## src/rtl/multiword_add_sequencer_pkg.sv

```systemverilog
// rtl/multiword_add_sequencer_pkg.sv - shared types and state encodings for the multiword add sequencer
// Purpose: FSM state type and its encodings, used by the sequencer top level.
// Ports: none (package).
package add_seq_pkg;

  localparam logic [1:0] ST_IDLE = 2'd0;
  localparam logic [1:0] ST_RUN  = 2'd1;
  localparam logic [1:0] ST_DONE = 2'd2;

  typedef enum logic [1:0] {
    IDLE = ST_IDLE,
    RUN  = ST_RUN,
    DONE = ST_DONE
  } add_seq_state_t;

endpackage

```

## src/rtl/multiword_add_sequencer_if.sv

```systemverilog
// rtl/multiword_add_sequencer_if.sv - operand/result handshake bundle for the multiword add sequencer
// Purpose: groups operand input handshake and result output handshake signals.
// Ports (as signals): in_valid/in_ready/a/b/cin (operand side),
//   out_valid/out_ready/sum/carry (result side), busy, and ovf when
//   ADD_SEQ_SIGNED_OVF_EN is defined.
// Modports: master = operand source + result consumer, slave = sequencer.
interface multiword_add_sequencer_if #(
  parameter int SIZE  = 8,
  parameter int WORDS = 4
);
  localparam int WIDE = SIZE * WORDS;

  logic            in_valid;
  logic            in_ready;
  logic [WIDE-1:0] a;
  logic [WIDE-1:0] b;
  logic            cin;
  logic            out_valid;
  logic            out_ready;
  logic [WIDE-1:0] sum;
  logic            carry;
  logic            busy;
`ifdef ADD_SEQ_SIGNED_OVF_EN
  logic            ovf;

  modport master (
    output in_valid, a, b, cin, out_ready,
    input  in_ready, out_valid, sum, carry, busy, ovf
  );
  modport slave (
    input  in_valid, a, b, cin, out_ready,
    output in_ready, out_valid, sum, carry, busy, ovf
  );
`else
  modport master (
    output in_valid, a, b, cin, out_ready,
    input  in_ready, out_valid, sum, carry, busy
  );
  modport slave (
    input  in_valid, a, b, cin, out_ready,
    output in_ready, out_valid, sum, carry, busy
  );
`endif

endinterface

```

## src/rtl/multiword_add_sequencer_chunk_adder.sv

```systemverilog
// rtl/multiword_add_sequencer_chunk_adder.sv - combinational SIZE-bit adder with carry in/out
// Purpose: {cout,sum} = a + b + cin over SIZE bits.
// Ports: a, b (SIZE) operands; cin carry in; sum (SIZE) result; cout carry out.
module chunk_adder #(
  parameter int SIZE = 8
) (
  input  logic [SIZE-1:0] a,
  input  logic [SIZE-1:0] b,
  input  logic            cin,
  output logic [SIZE-1:0] sum,
  output logic            cout
);

  assign {cout, sum} = {1'b0, a} + {1'b0, b} + {{SIZE{1'b0}}, cin};

endmodule

```

## src/rtl/multiword_add_sequencer.sv

```systemverilog
// rtl/multiword_add_sequencer.sv - WIDE-bit adder built from one SIZE-bit chunk adder over WORDS cycles
// Purpose: accepts a,b,cin, adds one SIZE-bit chunk per cycle (carry rippled
//   through a register), then presents {carry,sum} until the consumer accepts.
// Ports: clk, rst_n (async active-low); bus (slave modport) carrying
//   in_valid/in_ready/a/b/cin, out_valid/out_ready/sum/carry, busy.
// Option: ADD_SEQ_SIGNED_OVF_EN adds bus.ovf, two's-complement overflow of the full add.
module multiword_add_sequencer
  import add_seq_pkg::*;
#(
  parameter int SIZE  = 8,
  parameter int WORDS = 4
) (
  input  logic                      clk,
  input  logic                      rst_n,
  multiword_add_sequencer_if.slave  bus
);

  localparam int WIDE  = SIZE * WORDS;
  localparam int IDX_W = $clog2(WORDS + 1);

  add_seq_state_t   state;
  add_seq_state_t   state_next;
  logic [WIDE-1:0]  a_sh;
  logic [WIDE-1:0]  b_sh;
  logic [WIDE-1:0]  sum_r;
  logic             carry_r;
  logic [IDX_W-1:0] idx;
  logic [SIZE-1:0]  chunk_sum;
  logic             chunk_carry;
  logic             accept;
  logic             last_chunk;
`ifdef ADD_SEQ_SIGNED_OVF_EN
  logic             ovf_r;
`endif

  chunk_adder #(.SIZE(SIZE)) u_chunk_adder (
    .a    (a_sh[SIZE-1:0]),
    .b    (b_sh[SIZE-1:0]),
    .cin  (carry_r),
    .sum  (chunk_sum),
    .cout (chunk_carry)
  );

  assign accept     = (state == IDLE) && bus.in_valid;
  assign last_chunk = (idx == IDX_W'(WORDS - 1));

  always_ff @(posedge clk or negedge rst_n) begin
    if (!rst_n) begin
      state <= IDLE;
    end else begin
      state <= state_next;
    end
  end

  always_comb begin
    state_next = state;
    case (state)
      IDLE:    if (bus.in_valid) state_next = RUN;
      RUN:     if (last_chunk)   state_next = DONE;
      DONE:    if (bus.out_ready) state_next = IDLE;
      default: state_next = IDLE;
    endcase
  end

  // Operands drain from the low end while each chunk result enters sum from
  // the top, so after WORDS shifts chunk 0 sits at the bottom of sum.
  always_ff @(posedge clk or negedge rst_n) begin
    if (!rst_n) begin
      a_sh    <= '0;
      b_sh    <= '0;
      sum_r   <= '0;
      carry_r <= 1'b0;
      idx     <= '0;
`ifdef ADD_SEQ_SIGNED_OVF_EN
      ovf_r   <= 1'b0;
`endif
    end else if (accept) begin
      a_sh    <= bus.a;
      b_sh    <= bus.b;
      carry_r <= bus.cin;
      idx     <= '0;
    end else if (state == RUN) begin
      a_sh    <= a_sh >> SIZE;
      b_sh    <= b_sh >> SIZE;
      sum_r   <= (sum_r >> SIZE) | (WIDE'(chunk_sum) << (WIDE - SIZE));
      carry_r <= chunk_carry;
      idx     <= last_chunk ? idx : idx + IDX_W'(1);
`ifdef ADD_SEQ_SIGNED_OVF_EN
      // In the last chunk the low bits of the shift regs hold the operand MSBs.
      if (last_chunk) begin
        ovf_r <= (a_sh[SIZE-1] == b_sh[SIZE-1]) && (chunk_sum[SIZE-1] != a_sh[SIZE-1]);
      end
`endif
    end
  end

  always_comb begin
    bus.in_ready  = (state == IDLE);
    bus.out_valid = (state == DONE);
    bus.busy      = (state != IDLE);
    bus.sum       = sum_r;
    bus.carry     = carry_r;
`ifdef ADD_SEQ_SIGNED_OVF_EN
    bus.ovf       = ovf_r;
`endif
  end

endmodule

```

## src/flat_wrapper.sv

```systemverilog
// flat-port wrapper written by rule: the top's interface ports become plain ports
module multiword_add_sequencer_flat import add_seq_pkg::*;
#(
  parameter int SIZE  = 8,
  parameter int WORDS = 4
)
  (clk, rst_n, bus_in_valid, bus_a, bus_b, bus_cin, bus_out_ready, bus_in_ready, bus_out_valid, bus_sum, bus_carry, bus_busy);
  multiword_add_sequencer_if #(.SIZE(SIZE), .WORDS(WORDS)) bus_i ();
  input  logic clk;
  input  logic rst_n;
  input wire logic [$bits(bus_i.in_valid)-1:0] bus_in_valid;
  input wire logic [$bits(bus_i.a)-1:0] bus_a;
  input wire logic [$bits(bus_i.b)-1:0] bus_b;
  input wire logic [$bits(bus_i.cin)-1:0] bus_cin;
  input wire logic [$bits(bus_i.out_ready)-1:0] bus_out_ready;
  output wire logic [$bits(bus_i.in_ready)-1:0] bus_in_ready;
  output wire logic [$bits(bus_i.out_valid)-1:0] bus_out_valid;
  output wire logic [$bits(bus_i.sum)-1:0] bus_sum;
  output wire logic [$bits(bus_i.carry)-1:0] bus_carry;
  output wire logic [$bits(bus_i.busy)-1:0] bus_busy;
  assign bus_i.in_valid = bus_in_valid;
  assign bus_i.a = bus_a;
  assign bus_i.b = bus_b;
  assign bus_i.cin = bus_cin;
  assign bus_i.out_ready = bus_out_ready;
  assign bus_in_ready = bus_i.in_ready;
  assign bus_out_valid = bus_i.out_valid;
  assign bus_sum = bus_i.sum;
  assign bus_carry = bus_i.carry;
  assign bus_busy = bus_i.busy;
  multiword_add_sequencer #(.SIZE(SIZE), .WORDS(WORDS)) u_core (.clk(clk), .rst_n(rst_n), .bus(bus_i));
endmodule
```

## config.mk

```make
export PLATFORM = sky130hd
export DESIGN_NAME = multiword_add_sequencer_flat
export DESIGN_NICKNAME = d
export VERILOG_FILES = /design/src/rtl/multiword_add_sequencer_pkg.sv /design/src/rtl/multiword_add_sequencer_if.sv /design/src/rtl/multiword_add_sequencer_chunk_adder.sv /design/src/rtl/multiword_add_sequencer.sv /design/src/flat_wrapper.sv
export SDC_FILE = /design/constraint.sdc
export NUM_CORES = 1
export LEC_CHECK = 0
export BUFFER_PORTS_ARGS = -buffer_cell sky130_fd_sc_hd__buf_4
export CORE_ASPECT_RATIO = 1.1
export CORE_MARGIN = 1
export CORE_UTILIZATION = 58
export CTS_CLUSTER_SIZE = 40
export DETAILED_ROUTE_END_ITERATION = 12
export PLACE_DENSITY = 0.84
export SLEW_MARGIN = 0
export SYNTH_ARGS = -nofsm -noshare
export SYNTH_HDL_FRONTEND = slang
export SYNTH_HIERARCHICAL = 1
export SYNTH_SLANG_ARGS = --single-unit
```

## constraint.sdc

```tcl
create_clock -name clk -period 5.8 [get_ports clk]
set_clock_uncertainty 0.2 [all_clocks]
set_input_delay 1.16 -clock clk [delete_from_list [all_inputs] [get_ports clk]]
set_output_delay 1.16 -clock clk [all_outputs]
set_load 0.05 [all_outputs]
```

# Word-level counts from Yosys, hierarchy flattened
# Index checks and enable logic that the tools add are counted.
classes:
  n_eq_ne: 7
  multipliers: 0
  mux: 13
  div_mod_pow: 0
  n_shift: 0
  reduce_logical: 7
  bitwise_logic: 2
  n_addsub: 3
  n_lt_le_gt_ge: 0
ops:
  columns: ["operator", "n"]
  rows:
  - ["$mux W32", 4]
  - ["$or A24 B32 Y32", 1]
  - ["$add A8 B8 Y9", 1]
  - ["$add A9 B1 Y9", 1]
  - ["$mux W3", 3]
  - ["$mux W2", 3]
  - ["$pmux W2 S3", 1]
  - ["$ne A2 B1 Y1 const B", 2]
  - ["$ne A2 B2 Y1 const B", 2]
  - ["$reduce_and A2 Y1", 2]
  - ["$reduce_bool A2 Y1", 2]
  - ["$add A3 B1 Y3 const B", 1]
  - ["$eq A3 B2 Y1 const B", 1]
  - ["$reduce_and A3 Y1", 1]
  - ["$eq A2 B1 Y1 const B", 1]
  - ["$eq A2 B2 Y1 const B", 1]
  - ["$logic_not A2 Y1", 1]
  - ["$mux W1", 2]
  - ["$logic_and A1 B1 Y1", 1]
  - ["$not A1 Y1", 1]
totals:
  elab_cells: 38
  input_bits: 69
  mem_bits_ro: 0
  latchBits: 0
  n_memories: 0
  mem_bits_rw: 0
  ff_bits: 102

# Logic depth before layout (Yosys ltp)
# Gate-level depths: netlist of the first run.
logic_depth:
  ltp_word: 4
  depth_mapped: 7

# By module
# Netlist of the first run, hierarchy kept.
modules_own_cells:
  columns: ["mod", "seq_area_each_um2", "area_per_inst_um2", "n_inst", "cells_per_inst"]
  rows:
  - ["multiword_add_sequencer", 2552.4, 4414.2, 1, 464]
  - ["chunk_adder", 0.0, 331.6, 1, 40]

# Worst setup path after synthesis of the first run
# OpenSTA, ideal clock, no wires.
synth_timing:
  path_kind: "register -> output"
  start: "register u_core.state[1]"
  end: "output port bus_busy"
  stages_incl_launch_ff: 5
  setup_slack_ns: 2.601
  t_arrival_ns: 1.839
  path_cell_list: "dfrtp_1 -> buf_4 -> clkbuf_1 -> nor2_1 -> inv_1"
synth_between:
  elab_chain_cells: 1
synth_lines:
  columns: ["item", "line", "rtl"]
  rows:
  - ["start: declaration", "multiword_add_sequencer.sv:21", "add_seq_state_t state;"]
  - ["start signal: assignment", "multiword_add_sequencer.sv:51", "state <= state_next;"]
  - ["$reduce_bool A2 Y1", "multiword_add_sequencer.sv:100", "bus.busy = (state != IDLE);"]
  - ["end: declaration", "flat_wrapper.sv:20", "output wire logic [$bits(bus_i.busy)-1:0] bus_busy;"]
# No other way between the ends.

# Worst setup path in the final report of the first run
layout_timing:
  start: "register u_core.state[1]"
  end: "output port bus_out_valid"
layout_between:
  elab_chain_cells: 1
layout_lines:
  columns: ["item", "line", "rtl"]
  rows:
  - ["$eq A2 B2 Y1", "multiword_add_sequencer.sv:99", "bus.out_valid = (state == DONE);"]
  - ["end: declaration", "flat_wrapper.sv:17", "output wire logic [$bits(bus_i.out_valid)-1:0] bus_out_valid;"]
# No other way between the ends.

==> results.cfg, run 1 <==
[run_status]
outcome = finished clean

[worst_setup_path]
path_depth = 3
crit_buf_inv = 2
path_delay_family = flip-flops
cp_cell_sequence = inv_2, nor2_1, buf_4
start_kind = flop
endpoint_kind = output pin
crit_fanout = 51
reg2reg_depth = 4
crit_arrival_ns = 2.26
cpPeakStageDelay_ns = 0.86
critPathRequiredTime_ns = 4.44
cpMaxStageDelayCell = dfrtp_1
crit_type = reg2out

[worst_hold_path]
worstHoldPathCells = 2
hold_path.class = reg2reg

[clock_tree]
hold_buffers = 0
cts_resized = 0
cts-buffers-inserted = 9
cts_tree = done
h-tree-depth = 3
clock_path_buffers = 2
clk_latency_ns = 0.37
cts.clk_slew.worst_paths_ns = 0.10
post_cts_buffers = 0
clkSinkCount = 102
root_buffer = clkbuf_8

[sta]
post-route-period-util = 0.625
tightest_slew_ns = 1.01
hold_viol_final = 0
setup-tns-final_ns = 0
fmax_ghz = 0.276
setup_viol = 0
drv_slew = 0
relSlewSlack = 0.324
min_period_ns = 3.62
setup_ws_ns = 2.18
grt_setup_unrepaired = false

[power_and_ir_drop]
totalPowerFinal_uw = 3810
pwr_density_cell_nw_per_um2 = 673
p_leak_uw = 0.00263
ir_drop_uv = 351

[synth]
synth_commonest_cells = 116 x nand2_1, 102 x dfrtp_1, 98 x o22ai_1
synth_nets = 584
netlist_instances = 504
syn_area_per_cell_um2 = 9.42
yosysMostFrequentCell = nand2_1
synth_flop_cell = dfrtp_1
synth_top_cell_by_area = dfrtp_1
synth.top_cell.area_share = 0.538
syn_area_um2 = 4750
synthTopCellsByArea = dfrtp_1 54%, o22ai_1 13%, nand2_1 9.2%
synth_cell_type_count = 37
synth-seq-cells = 102
ys_seq_area_frac = 0.538
synth-edff-count = 0
ys_warn_count = 6
synthArstFlopShare = 1.00

[final_layout]
antenna_cells = 0
synthToLayoutAreaGrowth_pct = 19.2
drive_gt1_frac = 0.226
layout.nets = 660
seq_area_um2 = 2550
multiInputGateArea_um2 = 1920
fillers = 632

[floorplanning]
die_area_um2 = 8550
core_um2 = 7910
start_util = 0.600
rows = 34
die_h_um = 96.9
num_io_pins = 105
die_w_um = 88.2

[place]
place_congestion = 0.835
pre_cts_slack_ns = 2.56
hpwl_um = 7710
io_buffers = 104

[global_route]
grt_pass1_wl_um = 19100
busiest_layer = met2
met1_usage = 0.388
overflow = 0
grt_max_degree = 63
grt.total_usage = 0.287
grt_pass1_vias = 3989
antenna_found_initial = 0
use_met2 = 0.449
grt_use_met3 = 0.0350

[drt]
vias = 4237
drt-wirelength-per-cell_um = 16.8
drt_iter0_markers = 247
routed_wl_um = 11600
viasPerCell = 6.11
first_pass_iters = 5
drc = 0
ant_nets = 0

[flow_run]
drv_cap = 0
-- cells in the final DEF, fill, tap and decap left out, types with 3 or more instances in the layout --
cell	Yosys	routed
inv_2	3	3
dfrtp_1	102	102
ha_1	9	9
nor2_1	3	3
o21ai_0	27	27
inv_1	4	4
a21oi_1	55	55
buf_4	4	107
clkbuf_8	0	11
nand2_1	116	116
o22ai_1	98	98
o21ai_1	11	11
nand3_1	3	3
-- metal layers --
metal | wire, um | part of all wire | vias up
li1 | - | - | 1985
met1 | 4740 | 0.41 | 2029
met2 | 5760 | 0.50 | 183
met3 | 640 | 0.055 | 40
met4 | 471 | 0.041 | 0
met5 | 0 | 0 | -
-- power breakdown --
part           internal [uW]  switching, uW
clock network            228            254
registers               1050            318
logic                    701           1250
-- per-stage QoR --
stage                      util  cell area, um^2  hold slack [ns]  std cells
after floorplan               -             4750            0.261        504
after global placement    0.687             5440            0.259        677
after detailed placement  0.687             5440            0.269        677
after CTS                 0.715             5660            0.293        693
after global routing      0.715             5660            0.320        693
final                     0.715             5660            0.290        693
-- kinds of logic (layout without fill, tap and decap cells) --
kind of cell             count (synthesis)  after routing  synth area share
AO/OA/AOI/OAI                          203            203             0.249
AND/OR/NAND/NOR                        135            135             0.116
flip-flops                             102            102             0.538
buffers and inverters                   49            130            0.0583
adder cells (fa/ha/maj)                 11             11            0.0322
XOR/XNOR                                 4              4           0.00738
-- worst min-delay path: stages, from the launching register on --
cell and delay (ns):
dfrtp_1 0.36, nand2_1 0.05, nand2_1 0.05
-- state kept, by name (all words and copies together), names as in the netlist --
signal / flops
u_core/a_sh: 32
u_core/bus.sum: 32
u_core/bus.carry: 1
u_core/state: 2
u_core/idx: 3
u_core/b_sh: 32
-- path summary, 6_finish.rpt --
check | start | to | slack (ns)
worst min-delay path | u_core/bus.sum[1] | u_core/bus.sum[1] | 0.29
min in group asynchronous | rst_n | u_core/bus.sum[2] | 0.66
worst max-delay path | u_core/state[1] | bus_out_valid | 2.18
worst max register to register | u_core/state[1] | u_core/b_sh[23] | 3.06
worst min register to register | u_core/bus.sum[1] | u_core/bus.sum[1] | 0.29
max in group asynchronous | rst_n | u_core/a_sh[17] | 3.71
-- area by class of cell --
class | count | share of cell area
Sequential cell | 102 | 0.451
Multi-Input combinational cell | 353 | 0.340
Timing Repair Buffer | 107 | 0.142
Clock buffer | 11 | 0.0268
Tap cell | 108 | 0.0239
Clock inverter | 5 | 0.0115
Inverter | 7 | 0.00465
(Power assumes the default switching activity.)
==> run 2: changes to the inputs <==
--- a/config.mk
+++ b/config.mk
@@ -8,10 +8,10 @@
 export BUFFER_PORTS_ARGS = -buffer_cell sky130_fd_sc_hd__buf_4
 export CORE_ASPECT_RATIO = 1.1
 export CORE_MARGIN = 1
-export CORE_UTILIZATION = 58
+export CORE_UTILIZATION = 54
 export CTS_CLUSTER_SIZE = 40
 export DETAILED_ROUTE_END_ITERATION = 12
-export PLACE_DENSITY = 0.84
+export PLACE_DENSITY = 0.79
 export SLEW_MARGIN = 0
 export SYNTH_ARGS = -nofsm -noshare
 export SYNTH_HDL_FRONTEND = slang
==> constraint.sdc (replaced) <==
create_clock -name clk -period 3.5 [get_ports clk]
set_clock_uncertainty 0.2 [all_clocks]
set_input_delay 0.7 -clock clk [delete_from_list [all_inputs] [get_ports clk]]
set_output_delay 0.7 -clock clk [all_outputs]
set_load 0.05 [all_outputs]
==> run 2 against run 1 <==
Flip-flop and latch count is the same. Die area up 7.2%. Critical endpoint is now u_core/bus.carry. Largest cell class unchanged. Non-clock buffer count increased by 5. Hold slack worse by 0.010 ns. First-iteration DRC count increased by 26%. Global-route usage shrank 2.5 points. Combinational power is 67% higher. Core utilization shrank 3.7 points. Via count decreased by 2.0%.
==> results.cfg, run 2 (synthesis results as in run 1) <==
[run_status]
outcome = finished clean

[sta]
hold_viol_final = 0
relSlewSlack = 0.275
setup-tns-final_ns = 0
min_period_ns = 2.40
drv_slew = 0
setup_viol = 0
tightest_slew_ns = 1.09
post-route-period-util = 0.685
grt_setup_unrepaired = false
fmax_ghz = 0.417

[worst_setup_path]
reg2reg_depth = 7
start_kind = flop
critPathRequiredTime_ns = 3.50
rrSetupSlack_ns = 1.10
crit_type = reg2reg
crit_fanout = 3
endpoint_kind = flop
crit_arrival_ns = 2.40

[drt]
vias = 4154
routed_wl_um = 11300
drt_iter0_markers = 311
drt-wirelength-per-cell_um = 16.1
first_pass_iters = 4
ant_nets = 0
viasPerCell = 5.93
drc = 0

[power_and_ir_drop]
p_leak_uw = 0.00267
ir_drop_uv = 659
pwr_density_cell_nw_per_um2 = 1110

[clock_tree]
cts_resized = 0
cts-buffers-inserted = 9
h-tree-depth = 3
cts.clk_slew.worst_paths_ns = 0.09
clkSinkCount = 102
post_cts_buffers = 0
hold_buffers = 0
root_buffer = clkbuf_8
clock_path_buffers = 2
clk_latency_ns = 0.36
cts_tree = done

[final_layout]
layout_common_cells = 116 x nand2_1, 112 x buf_4, 102 x dfrtp_1, 98 x o22ai_1, 55 x a21oi_1
design_area_um2 = 5730
final_common_cell = nand2_1
antenna_cells = 0
synthToLayoutAreaGrowth_pct = 20.7
drive_gt1_frac = 0.231
layout.nets = 665

[floorplanning]
rows = 35
die_area_um2 = 9170
core_um2 = 8450
die_w_um = 91.4
num_io_pins = 105
start_util = 0.562
die_h_um = 100

[place]
io_buffers = 104
place_area_um2 = 5480
hpwl_um = 7410
place_congestion = 0.769

[global_route]
antenna_found_initial = 0
grt_max_degree = 79
grt.total_usage = 0.262
grt_pass1_wl_um = 19000
overflow = 0
grt_pass1_vias = 3931

[worst_hold_path]
hold_path.class = in2async

[flow_run]
drv_cap = 0
run 2: worst max-delay path, cell delays in order, from the launching register on:
cell     delay (ns)
dfrtp_1        0.43
fa_1           0.48
fa_1           0.42
a21oi_1        0.24
o21a_1         0.17
o21ai_0        0.11
o22ai_1        0.13
a21oi_1        0.06
run 2: power by group:
part           leakage, uW  total, uW  internal, uW  switching, uW
logic              0.00130       3280          1180           2110
clock network     0.000120        886           496            390
registers          0.00124       2200          1740            457
run 2: worst paths after layout:
path / from / end
hold / removal: rst_n / u_core/bus.sum[13]
setup reg to reg: u_core/a_sh[0] / u_core/bus.carry
setup / recovery: u_core/a_sh[0] / u_core/bus.carry
hold reg to reg: u_core/bus.sum[7] / u_core/bus.sum[7]
max in group asynchronous: rst_n / u_core/a_sh[7]
min in group clk: u_core/bus.sum[7] / u_core/bus.sum[7]
run 2: layer usage:
| layer | GRT usage | vias to the layer above | wire, um |
|---|---|---|---|
| met5 | 0 | - | 0 |
| met4 | 0.104 | 0 | 252 |
| met3 | 0.0326 | 22 | 510 |
| met2 | 0.428 | 151 | 5580 |
| met1 | 0.358 | 1995 | 4940 |
| li1 | - | 1986 | - |
run 2: metrics by stage:
| stage | instances | hold WS, ns | power [uW] | setup slack, ns | util |
|---|---|---|---|---|---|
| global route | 701 | 0.306 | 6850 | 0.967 | 0.678 |
| detailed placement | 685 | 0.265 | 5470 | 1.13 | 0.648 |
| global placement | 685 | 0.263 | 5340 | 1.15 | 0.648 |
| finish | 701 | 0.280 | 6370 | 1.10 | 0.678 |
| CTS | 701 | 0.288 | 6370 | 1.12 | 0.678 |
| floorplan | 504 | 0.204 | 4700 | 0.761 | - |
run 2: cell type report:
class	count	area [um^2]
clock buffer	11	141
clock inverter	5	106
fill	646	2720
inverter	7	26.3
multi-input combinational	353	1920
sequential	102	2550
tap	111	139
timing repair buffer	112	841
==> run 3: changes to the inputs <==
--- a/config.mk
+++ b/config.mk
@@ -8,10 +8,10 @@
 export BUFFER_PORTS_ARGS = -buffer_cell sky130_fd_sc_hd__buf_4
 export CORE_ASPECT_RATIO = 1.1
 export CORE_MARGIN = 1
-export CORE_UTILIZATION = 54
+export CORE_UTILIZATION = 49
 export CTS_CLUSTER_SIZE = 40
 export DETAILED_ROUTE_END_ITERATION = 12
-export PLACE_DENSITY = 0.79
+export PLACE_DENSITY = 0.75
 export SLEW_MARGIN = 0
 export SYNTH_ARGS = -nofsm -noshare
 export SYNTH_HDL_FRONTEND = slang
==> constraint.sdc (replaced) <==
create_clock -name clk -period 2.1 [get_ports clk]
set_clock_uncertainty 0.2 [all_clocks]
set_input_delay 0.42 -clock clk [delete_from_list [all_inputs] [get_ports clk]]
set_output_delay 0.42 -clock clk [all_outputs]
set_load 0.05 [all_outputs]
==> run 3 against run 2 <==
First-iteration DRC count rose by 6.1%. Power rose by 69%. Critical path depth rose by 1. Critical endpoint is now u_core/bus.sum[28]. Clock-buffer cell count fell by 1. Non-clock buffer count rose by 13.
==> results.cfg, run 3 (synthesis results as in run 1) <==
[drt]
drt_iter0_markers = 330
routed_wl_um = 11900
vias = 4226
drc = 0
ant_nets = 0
first_pass_iters = 4
drt-wirelength-per-cell_um = 16.6
viasPerCell = 5.88

[clock_tree]
clock_path_buffers = 2
clk_latency_ns = 0.37
root_buffer = clkbuf_8
cts-buffers-inserted = 9
cts_tree = done
h-tree-depth = 3
cts.clk_slew.worst_paths_ns = 0.09
clkSinkCount = 102

[final_layout]
antenna_cells = 0
layout_common_cells = 120 x buf_4, 116 x nand2_1, 100 x dfrtp_1, 98 x o22ai_1, 54 x a21oi_1
final_core_util = 0.623
synthToLayoutAreaGrowth_pct = 23.4
final_common_cell = buf_4
drive_gt1_frac = 0.256
multiInputGateArea_um2 = 1940
layout.nets = 678
design_area_um2 = 5850
seq_area_um2 = 2550
fillers = 822

[floorplanning]
die_w_um = 95.8
core_um2 = 9400
die_h_um = 105
start_util = 0.505
rows = 37
num_io_pins = 105
die_area_um2 = 10100

[sta]
drv_slew = 0
relSlewSlack = 0.634
post-route-period-util = 0.991
holdWs_ns = 0.0252
hold_viol_final = 0
grt_setup_unrepaired = true
tightest_slew_ns = 0.548
min_period_ns = 2.08
fmax_ghz = 0.480
setup_viol = 0

[worst_hold_path]
hold_path.class = in2reg

[place]
place_area_um2 = 5620
hpwl_um = 8180
io_buffers = 104
place_congestion = 0.843

[global_route]
grt_pass1_vias = 4129
grt.total_usage = 0.250
grt_max_degree = 51
antenna_found_initial = 0
grt_pass1_wl_um = 19800
overflow = 0

[worst_setup_path]
crit_type = reg2reg
crit_fanout = 2
endpoint_kind = flop
start_kind = flop
crit_arrival_ns = 2.15
critPathRequiredTime_ns = 2.16
rrSetupSlack_ns = 0.02

[power_and_ir_drop]
ir_drop_uv = 1230
p_leak_uw = 0.00271
pwr_density_cell_nw_per_um2 = 1840

[flow_run]
drv_cap = 0

[run_status]
outcome = finished clean
run 3: changes by cell type in the layout (fill, tap and decap cells not counted), sizes merged:
| cell | before | now |
|---|---|---|
| buf | 112 | 124 |
| clkinvlp | 1 | 4 |
| bufinv | 3 | 1 |
| clkbuf | 11 | 10 |
| clkinv | 1 | 0 |
| dlygate4sd3 | 0 | 1 |
run 3: routing by layer:
| layer | share of wire | vias to the layer above | global-route usage | wire length [um] |
|---|---|---|---|---|
| met1 | 0.43 | 2064 | 0.339 | 5140 |
| met4 | 0.018 | 0 | 0.0810 | 214 |
| met2 | 0.50 | 138 | 0.408 | 6010 |
| met5 | 0 | - | 0 | 0 |
| li1 | - | 2009 | - | - |
| met3 | 0.047 | 15 | 0.0418 | 560 |
run 3: timing repair:
action | CTS | global route
endpoints found under the setup margin | 1 | 5
endpoints found under the hold margin | 70 | 0
resized for setup | 0 | 2
buffers inserted | 2 | 2
pin swaps | 2 | 1
hold buffers | 1 | 0
run 3: final cells by class:
class                   count  share of cell area
clock inverters             5              0.0103
flip-flops and latches    102               0.436
inverters                   7             0.00449
well taps                 117              0.0250
multi-input cells         353               0.331
repair buffers            125               0.169
clock buffers              10              0.0235
run 3: power by group:
group | total, uW | leakage [uW] | switching [uW] | internal (uW)
clock | 1260 | 0.0000866 | 678 | 577
sequential | 3700 | 0.00124 | 800 | 2900
combinational | 5810 | 0.00138 | 3610 | 2200
total | 10800 | 0.00271 | 5090 | 5680
run 3: worst max-delay path, cell delays in order, from the launching register on:
cell,delay (ns)
dfrtp_1,0.41
fa_2,0.41
fa_2,0.36
a21oi_2,0.16
buf_4,0.13
o21bai_1,0.06
xor2_1,0.14
nand2_1,0.06
nand2_1,0.05
run 3: path summary, 6_finish.rpt:
path	startpoint	end	depth (start not counted)
worst min-delay path	bus_out_ready	u_core/state[1]	2
worst min register to register	u_core/bus.sum[1]	u_core/bus.sum[1]	2
min in group asynchronous	rst_n	u_core/a_sh[7]	2
max in group asynchronous	rst_n	u_core/state[1]	3
worst max-delay path	u_core/a_sh[0]	u_core/bus.sum[28]	8
worst max register to register	u_core/a_sh[0]	u_core/bus.sum[28]	8
run 3: through the flow:
stage,total power (uW),setup TNS [ns],setup WS [ns],std cells
2_1_floorplan,7870,-0.0108,-0.0108,504
3_3_place_gp,9140,0,0.0272,699
3_5_place_dp,9430,-0.0137,-0.0137,699
4_1_cts,10700,0,0.0000400,717
5_1_grt,11600,-0.133,-0.0708,719
6_report,10800,0,0.0183,719
